`src/rtl/cdb_arbiter_if.sv`:
```
// Result-source and common-data-bus signal bundle for the CDB arbiter.
// The arbiter takes the slave side; functional units and the bench take the master side.
interface cdb_arbiter_if #(
  parameter int NSRC = 4
);
  logic [NSRC-1:0]    src_valid;
  logic [NSRC-1:0]    src_ready;
  logic [NSRC*3-1:0]  src_entry;
  logic [NSRC*32-1:0] src_value;
  logic               flush;
  logic               cdb_write;
  logic [2:0]         cdb_entry;
  logic [31:0]        cdb_value;

  modport master (
    output src_valid, src_entry, src_value, flush,
    input  src_ready, cdb_write, cdb_entry, cdb_value
  );

  modport slave (
    input  src_valid, src_entry, src_value, flush,
    output src_ready, cdb_write, cdb_entry, cdb_value
  );
endinterface

```
`src/rtl/cdb_arbiter.sv`:
```
// Common data bus arbiter: one small FIFO per result source, round-robin drain,
// one registered broadcast per cycle, flush squashes everything still queued.
module cdb_arbiter #(
  parameter int NSRC  = 4,
  parameter int DEPTH = 2
) (
  input logic         clk,
  input logic         rst,
  cdb_arbiter_if.slave bus
);

  localparam int PW = (DEPTH > 1) ? $clog2(DEPTH) : 1;
  localparam int CW = $clog2(DEPTH) + 1;
  localparam int RW = (NSRC > 1) ? $clog2(NSRC) : 1;
  localparam logic [CW-1:0] FULL = CW'(DEPTH);

  logic [34:0]     mem    [NSRC][DEPTH];
  logic [PW-1:0]   rd_ptr [NSRC];
  logic [PW-1:0]   wr_ptr [NSRC];
  logic [CW-1:0]   count  [NSRC];
  logic [RW-1:0]   rr;

  logic [NSRC-1:0] ready;
  logic [NSRC-1:0] push;
  logic [NSRC-1:0] pop;
  logic [NSRC-1:0] nonempty;
  logic            grant_vld;
  logic [RW-1:0]   grant_idx;

  logic            cdb_write_q;
  logic [2:0]      cdb_entry_q;
  logic [31:0]     cdb_value_q;

  function automatic logic [PW-1:0] ptr_inc(input logic [PW-1:0] p);
    return (p == PW'(DEPTH - 1)) ? '0 : p + 1'b1;
  endfunction

  // Ready looks only at stored occupancy, so a full FIFO never passes through.
  always_comb begin
    ready    = '0;
    push     = '0;
    nonempty = '0;
    for (int i = 0; i < NSRC; i++) begin
      ready[i]    = (count[i] != FULL) && !bus.flush;
      push[i]     = bus.src_valid[i] && ready[i];
      nonempty[i] = (count[i] != '0);
    end
  end

  always_comb begin
    int idx;
    idx       = 0;
    grant_vld = 1'b0;
    grant_idx = '0;
    for (int k = 0; k < NSRC; k++) begin
      idx = int'(rr) + k;
      if (idx >= NSRC) idx = idx - NSRC;
      if (!grant_vld && nonempty[idx]) begin
        grant_vld = 1'b1;
        grant_idx = RW'(idx);
      end
    end
    if (bus.flush) grant_vld = 1'b0;
  end

  always_comb begin
    pop = '0;
    for (int i = 0; i < NSRC; i++) begin
      pop[i] = grant_vld && (grant_idx == RW'(i));
    end
  end

  // Storage carries no reset; occupancy is governed solely by count.
  always_ff @(posedge clk) begin
    for (int i = 0; i < NSRC; i++) begin
      if (push[i]) begin
        mem[i][wr_ptr[i]] <= {bus.src_entry[3*i +: 3], bus.src_value[32*i +: 32]};
      end
    end
  end

  always_ff @(posedge clk or negedge rst) begin
    if (!rst) begin
      for (int i = 0; i < NSRC; i++) begin
        rd_ptr[i] <= '0;
        wr_ptr[i] <= '0;
        count[i]  <= '0;
      end
      rr          <= '0;
      cdb_write_q <= 1'b0;
      cdb_entry_q <= '0;
      cdb_value_q <= '0;
    end else if (bus.flush) begin
      for (int i = 0; i < NSRC; i++) begin
        rd_ptr[i] <= '0;
        wr_ptr[i] <= '0;
        count[i]  <= '0;
      end
      cdb_write_q <= 1'b0;
    end else begin
      for (int i = 0; i < NSRC; i++) begin
        if (push[i]) wr_ptr[i] <= ptr_inc(wr_ptr[i]);
        if (pop[i])  rd_ptr[i] <= ptr_inc(rd_ptr[i]);
        case ({push[i], pop[i]})
          2'b10:   count[i] <= count[i] + 1'b1;
          2'b01:   count[i] <= count[i] - 1'b1;
          default: count[i] <= count[i];
        endcase
      end
      if (grant_vld) begin
        cdb_write_q                <= 1'b1;
        {cdb_entry_q, cdb_value_q} <= mem[grant_idx][rd_ptr[grant_idx]];
        rr <= (grant_idx == RW'(NSRC - 1)) ? '0 : grant_idx + 1'b1;
      end else begin
        cdb_write_q <= 1'b0;
      end
    end
  end

  assign bus.src_ready = ready;
  assign bus.cdb_write = cdb_write_q;
  assign bus.cdb_entry = cdb_entry_q;
  assign bus.cdb_value = cdb_value_q;

endmodule

```
`src/flat_wrapper.sv`:
```
// flat-port wrapper written by rule: the top's interface ports become plain ports
module cdb_arbiter_flat 
#(
  parameter int NSRC  = 4,
  parameter int DEPTH = 2
)
  (clk, rst, bus_src_valid, bus_src_entry, bus_src_value, bus_flush, bus_src_ready, bus_cdb_write, bus_cdb_entry, bus_cdb_value);
  cdb_arbiter_if #(.NSRC(NSRC)) bus_i ();
  input logic clk;
  input logic rst;
  input wire logic [$bits(bus_i.src_valid)-1:0] bus_src_valid;
  input wire logic [$bits(bus_i.src_entry)-1:0] bus_src_entry;
  input wire logic [$bits(bus_i.src_value)-1:0] bus_src_value;
  input wire logic [$bits(bus_i.flush)-1:0] bus_flush;
  output wire logic [$bits(bus_i.src_ready)-1:0] bus_src_ready;
  output wire logic [$bits(bus_i.cdb_write)-1:0] bus_cdb_write;
  output wire logic [$bits(bus_i.cdb_entry)-1:0] bus_cdb_entry;
  output wire logic [$bits(bus_i.cdb_value)-1:0] bus_cdb_value;
  assign bus_i.src_valid = bus_src_valid;
  assign bus_i.src_entry = bus_src_entry;
  assign bus_i.src_value = bus_src_value;
  assign bus_i.flush = bus_flush;
  assign bus_src_ready = bus_i.src_ready;
  assign bus_cdb_write = bus_i.cdb_write;
  assign bus_cdb_entry = bus_i.cdb_entry;
  assign bus_cdb_value = bus_i.cdb_value;
  cdb_arbiter #(.NSRC(NSRC), .DEPTH(DEPTH)) u_core (.clk(clk), .rst(rst), .bus(bus_i));
endmodule
```
`config.mk`:
```
export PLATFORM = sky130hd
export DESIGN_NAME = cdb_arbiter_flat
export DESIGN_NICKNAME = d
export VERILOG_FILES = /design/src/rtl/cdb_arbiter_if.sv /design/src/rtl/cdb_arbiter.sv /design/src/flat_wrapper.sv
export SDC_FILE = /design/constraint.sdc
export NUM_CORES = 1
export LEC_CHECK = 0
export ABC_AREA = 0
export CORE_UTILIZATION = 34
export CTS_BUF_LIST = sky130_fd_sc_hd__clkbuf_8
export DETAILED_ROUTE_END_ITERATION = 10
export PLACE_DENSITY_LB_ADDON = 0.1
export SLEW_MARGIN = 20
export SYNTH_ARGS = -nofsm -noshare
export SYNTH_HDL_FRONTEND = slang
export SYNTH_SLANG_ARGS = --single-unit
```
`constraint.sdc`:
```
create_clock -name clk -period 4.7 [get_ports clk]
set_input_delay 0.94 -clock clk [delete_from_list [all_inputs] [get_ports clk]]
set_output_delay 0.94 -clock clk [all_outputs]
set_load 0.05 [all_outputs]
```
==> summary.txt <==
Hold path
  – Hold WC Path Type: input port to async pin

Yosys
  – Syn Inst Count: 855
  – Mean post-synth cell area: 15.4 µm²
  – Ys flop type: edfxtp_1
  – Post-Synthesis Cell Area: 13200 µm²
  – Seq/Total Area, Yosys: 73.9%
  – Synth warnings: 0
  – FF+latch count, synth: 334
  – Post-synth ARST share: 16.2%
  – Distinct cells, synth: 49
  – Net count after synthesis: 1002
  – Post-synth EDFFs: 280

STA
  – Fmax: 263 MHz
  – Final worst-path cycle share: 80.8%
  – Max Slew Vio Count: 0
  – Fin crit period: 3800 ps
  – Setup TNS: 0 ps
  – Worst-Margin Slew: 1040 ps
  – Clock Skews: 36.3 ps
  – Relative slew slack: 30.5%
  – Final setup vio count: 0
  – RSZ-0062 raised after global routing: no
  – Hold Violations, Final: 0
  – Setup ws final: 903 ps

GRT
  – Tot GR Track Use: 17.7%
  – Congestion Overflow GR: 0
  – Antenna violations before repair: 5
  – Largest net degree at the start of global routing: 141
  – Vias in the first global route: 8098
  – First-pass GRT wire length: 50800 µm

Status
  – Status: completed

Power and ir drop
  – Power Density: 742 nW/µm²
  – Logic pwr share: 49.4%
  – Leak: 0.00603 µW
  – Switch Pwr: 5170 µW
  – Sw frac: 41.9%
  – Sequential share of power: 32.0%
  – Tot Pwr: 12300 µW
  – Clock power share: 18.6%
  – Max IR drop VDD: 952 µV
  – Cell Int Power: 7170 µW

Final layout
  – Number of inserted diodes: 0
  – Nets@finish: 1206
  – Synth-to-layout area growth: 25.9%
  – Final non-filler cell total: 1611
  – Most frequent cells in the layout: edfxtp_1, clkdlybuf4s50_1, a21oi_1, nand2_1, mux2i_1
  – Most common cell after layout, fill and taps aside: edfxtp_1
  – Layout cells sized above 1: 9.73%

Placed design
  – Final HPWL DP: 20900 µm
  – Place WS: 899 ps
  – Placer Congestion: 0.772
  – Placed Cells: 1511
  – Port Buffer Count: 186

Drt
  – DR vias: 8008
  – Via-per-instance ratio: 4.97
  – Detailed Route WL: 34800 µm
  – 1st-iter DRT viols: 426
  – Post-route DRC: 0
  – Final ANT Viol Nets: 0
  – Avg WL per Cell: 21.6 µm
  – First-pass DRT Iterations: 5

CTS
  – Max Root-Sink Buffers: 3
  – Clock tree root driver cell: clkbuf_8
  – Post-CTS Hold Fix Bufs: 0
  – Number of CTS-inserted buffers: 57
  – Clk sinks: 334
  – H-tree depth: 2
  – Clock tree from TritonCTS: yes
  – Post_cts resized: 0
  – Post-CTS Setup Inserts: 0
  – Reg clk slew, reported paths: 60 ps
  – Clock latency on the worst-skew pair: 600 ps

Critical path
  – Worst Setup End Kind: output pin
  – Startpoint types: input port
  – Register-to-Register Path Depth: 6
  – Worst EP required: 3760 ps
  – CP startpoint: bus_flush
  – Slowest CP cell: clkdlybuf4s50_1
  – WS Path Type: input port to output pin
  – Crit-path max cell delay: 860 ps
  – CP arrival: 2860 ps
  – R2r startpoint: u_core.count[2]$_DFFE_PN0P_
  – CP dominant cell by count: clkdlybuf4s50_1
  – CP cell instances: clkdlybuf4s50_1 -> a21oi_1 -> clkdlybuf4s50_1
  – Worst-path fanout max: 13

Die
  – # IOs: 187
  – Die area: 39600 µm²
  – Total core area: 37900 µm²
  – # rows: 71
  – Die width: 199 µm
  – Initial core utilization: 34.8%
  – Die height: 199 µm

Flow run
  – Total of max-cap violations: 0
## final timing paths
| kind | slack (ps) | end |
|---|---|---|
| worst min register to register | 510 | u_core.rd_ptr[0]$_DFFE_PN0P_ |
| max in group asynchronous | 3620 | u_core.bus.cdb_value[24]$_DFFE_PN0P_ |
| min in group clk | 510 | u_core.rd_ptr[0]$_DFFE_PN0P_ |
| worst min-delay path | 460 | u_core.wr_ptr[3]$_DFFE_PN0P_ |
| worst max-delay path | 900 | bus_src_ready[3] |
| worst max register to register | 1720 | u_core.bus.cdb_value[0]$_DFFE_PN0P_ |
## logic make-up after synthesis
| group | after synthesis | synth area share (%) |
|---|---|---|
| compound gates | 216 | 11.8 |
| xor+xnor | 12 | 0.796 |
| buf+inv | 64 | 2.84 |
| flops | 334 | 73.9 |
| mux | 72 | 5.46 |
| simple gates | 157 | 5.21 |
## stage by stage
stage / instance area, µm² / util, % / hold WS, ps
global placement: 15600 / 41.2 / 499
finish: 16600 / 43.8 / 463
CTS: 16600 / 43.8 / 467
global route: 16600 / 43.8 / 500
detailed placement: 15600 / 41.2 / 503
floorplan: 13200 / - / 453
## power groups by stage
stage | clock, µW | combinational, µW | sequential (µW)
2_1_floorplan | 0 | 4200 | 4430
3_3_place_gp | 0 | 6160 | 4000
3_5_place_dp | 0 | 6190 | 4000
4_1_cts | 2380 | 6210 | 3950
5_1_grt | 2510 | 6670 | 3990
6_report | 2290 | 6100 | 3950
## routing by layer
layer	share of wire [%]	track usage (%)	vias up
li1	-	-	3770
met1	46	24.7	3919
met2	46	27.6	251
met3	6.1	3.95	58
met4	2.1	5.56	10
met5	0.18	0	-
## cell usage after synthesis, drive strengths merged (2+ instances only)
cell / number / share of area (%)
edfxtp: 280 / 64
a21oi: 77 / 2.9
nand2: 74 / 2.1
mux2i: 72 / 5.5
a221o: 70 / 5.3
dfrtp: 54 / 10
nor2: 52 / 1.5
a31oi: 36 / 1.7
buf: 30 / 1.7
clkbuf: 28 / 0.88
o21ai: 13 / 0.49
xnor2: 7 / 0.46
nand3b: 6 / 0.34
xor2: 5 / 0.33
a211oi: 4 / 0.23
and3: 4 / 0.19
inv: 4 / 0.11
nor3: 4 / 0.24
nor4: 4 / 0.19
or2: 4 / 0.21
nand3: 3 / 0.11
nor3b: 2 / 0.11
o211a: 2 / 0.21
o21bai: 2 / 0.11
o31a: 2 / 0.13
o31ai: 2 / 0.11
o32ai: 2 / 0.19
## critical path, delay by kind of cell
family | cells | cell delay [ps]
buf+inv | 2 | 1530
compound gates | 1 | 380
## registers in the layout, summed over array words and instances, names as in the netlist
signal / flops
u_core.wr_ptr: 4
u_core.bus.cdb_entry: 3
u_core.rr: 2
u_core.mem: 280
u_core.rd_ptr: 4
u_core.bus.cdb_value: 32
u_core.count: 8
u_core.bus.cdb_write: 1
## area by class of cell
class / count / area, µm²
tap: 511 / 639
sequential: 334 / 9760
multi-input combinational: 457 / 3150
fill: 3496 / 21300
inverter: 4 / 15.0
clock inverter: 39 / 158
clock buffer: 61 / 840
timing repair buffer: 205 / 2060
No activity file was read; power rests on OpenSTA's default activity.
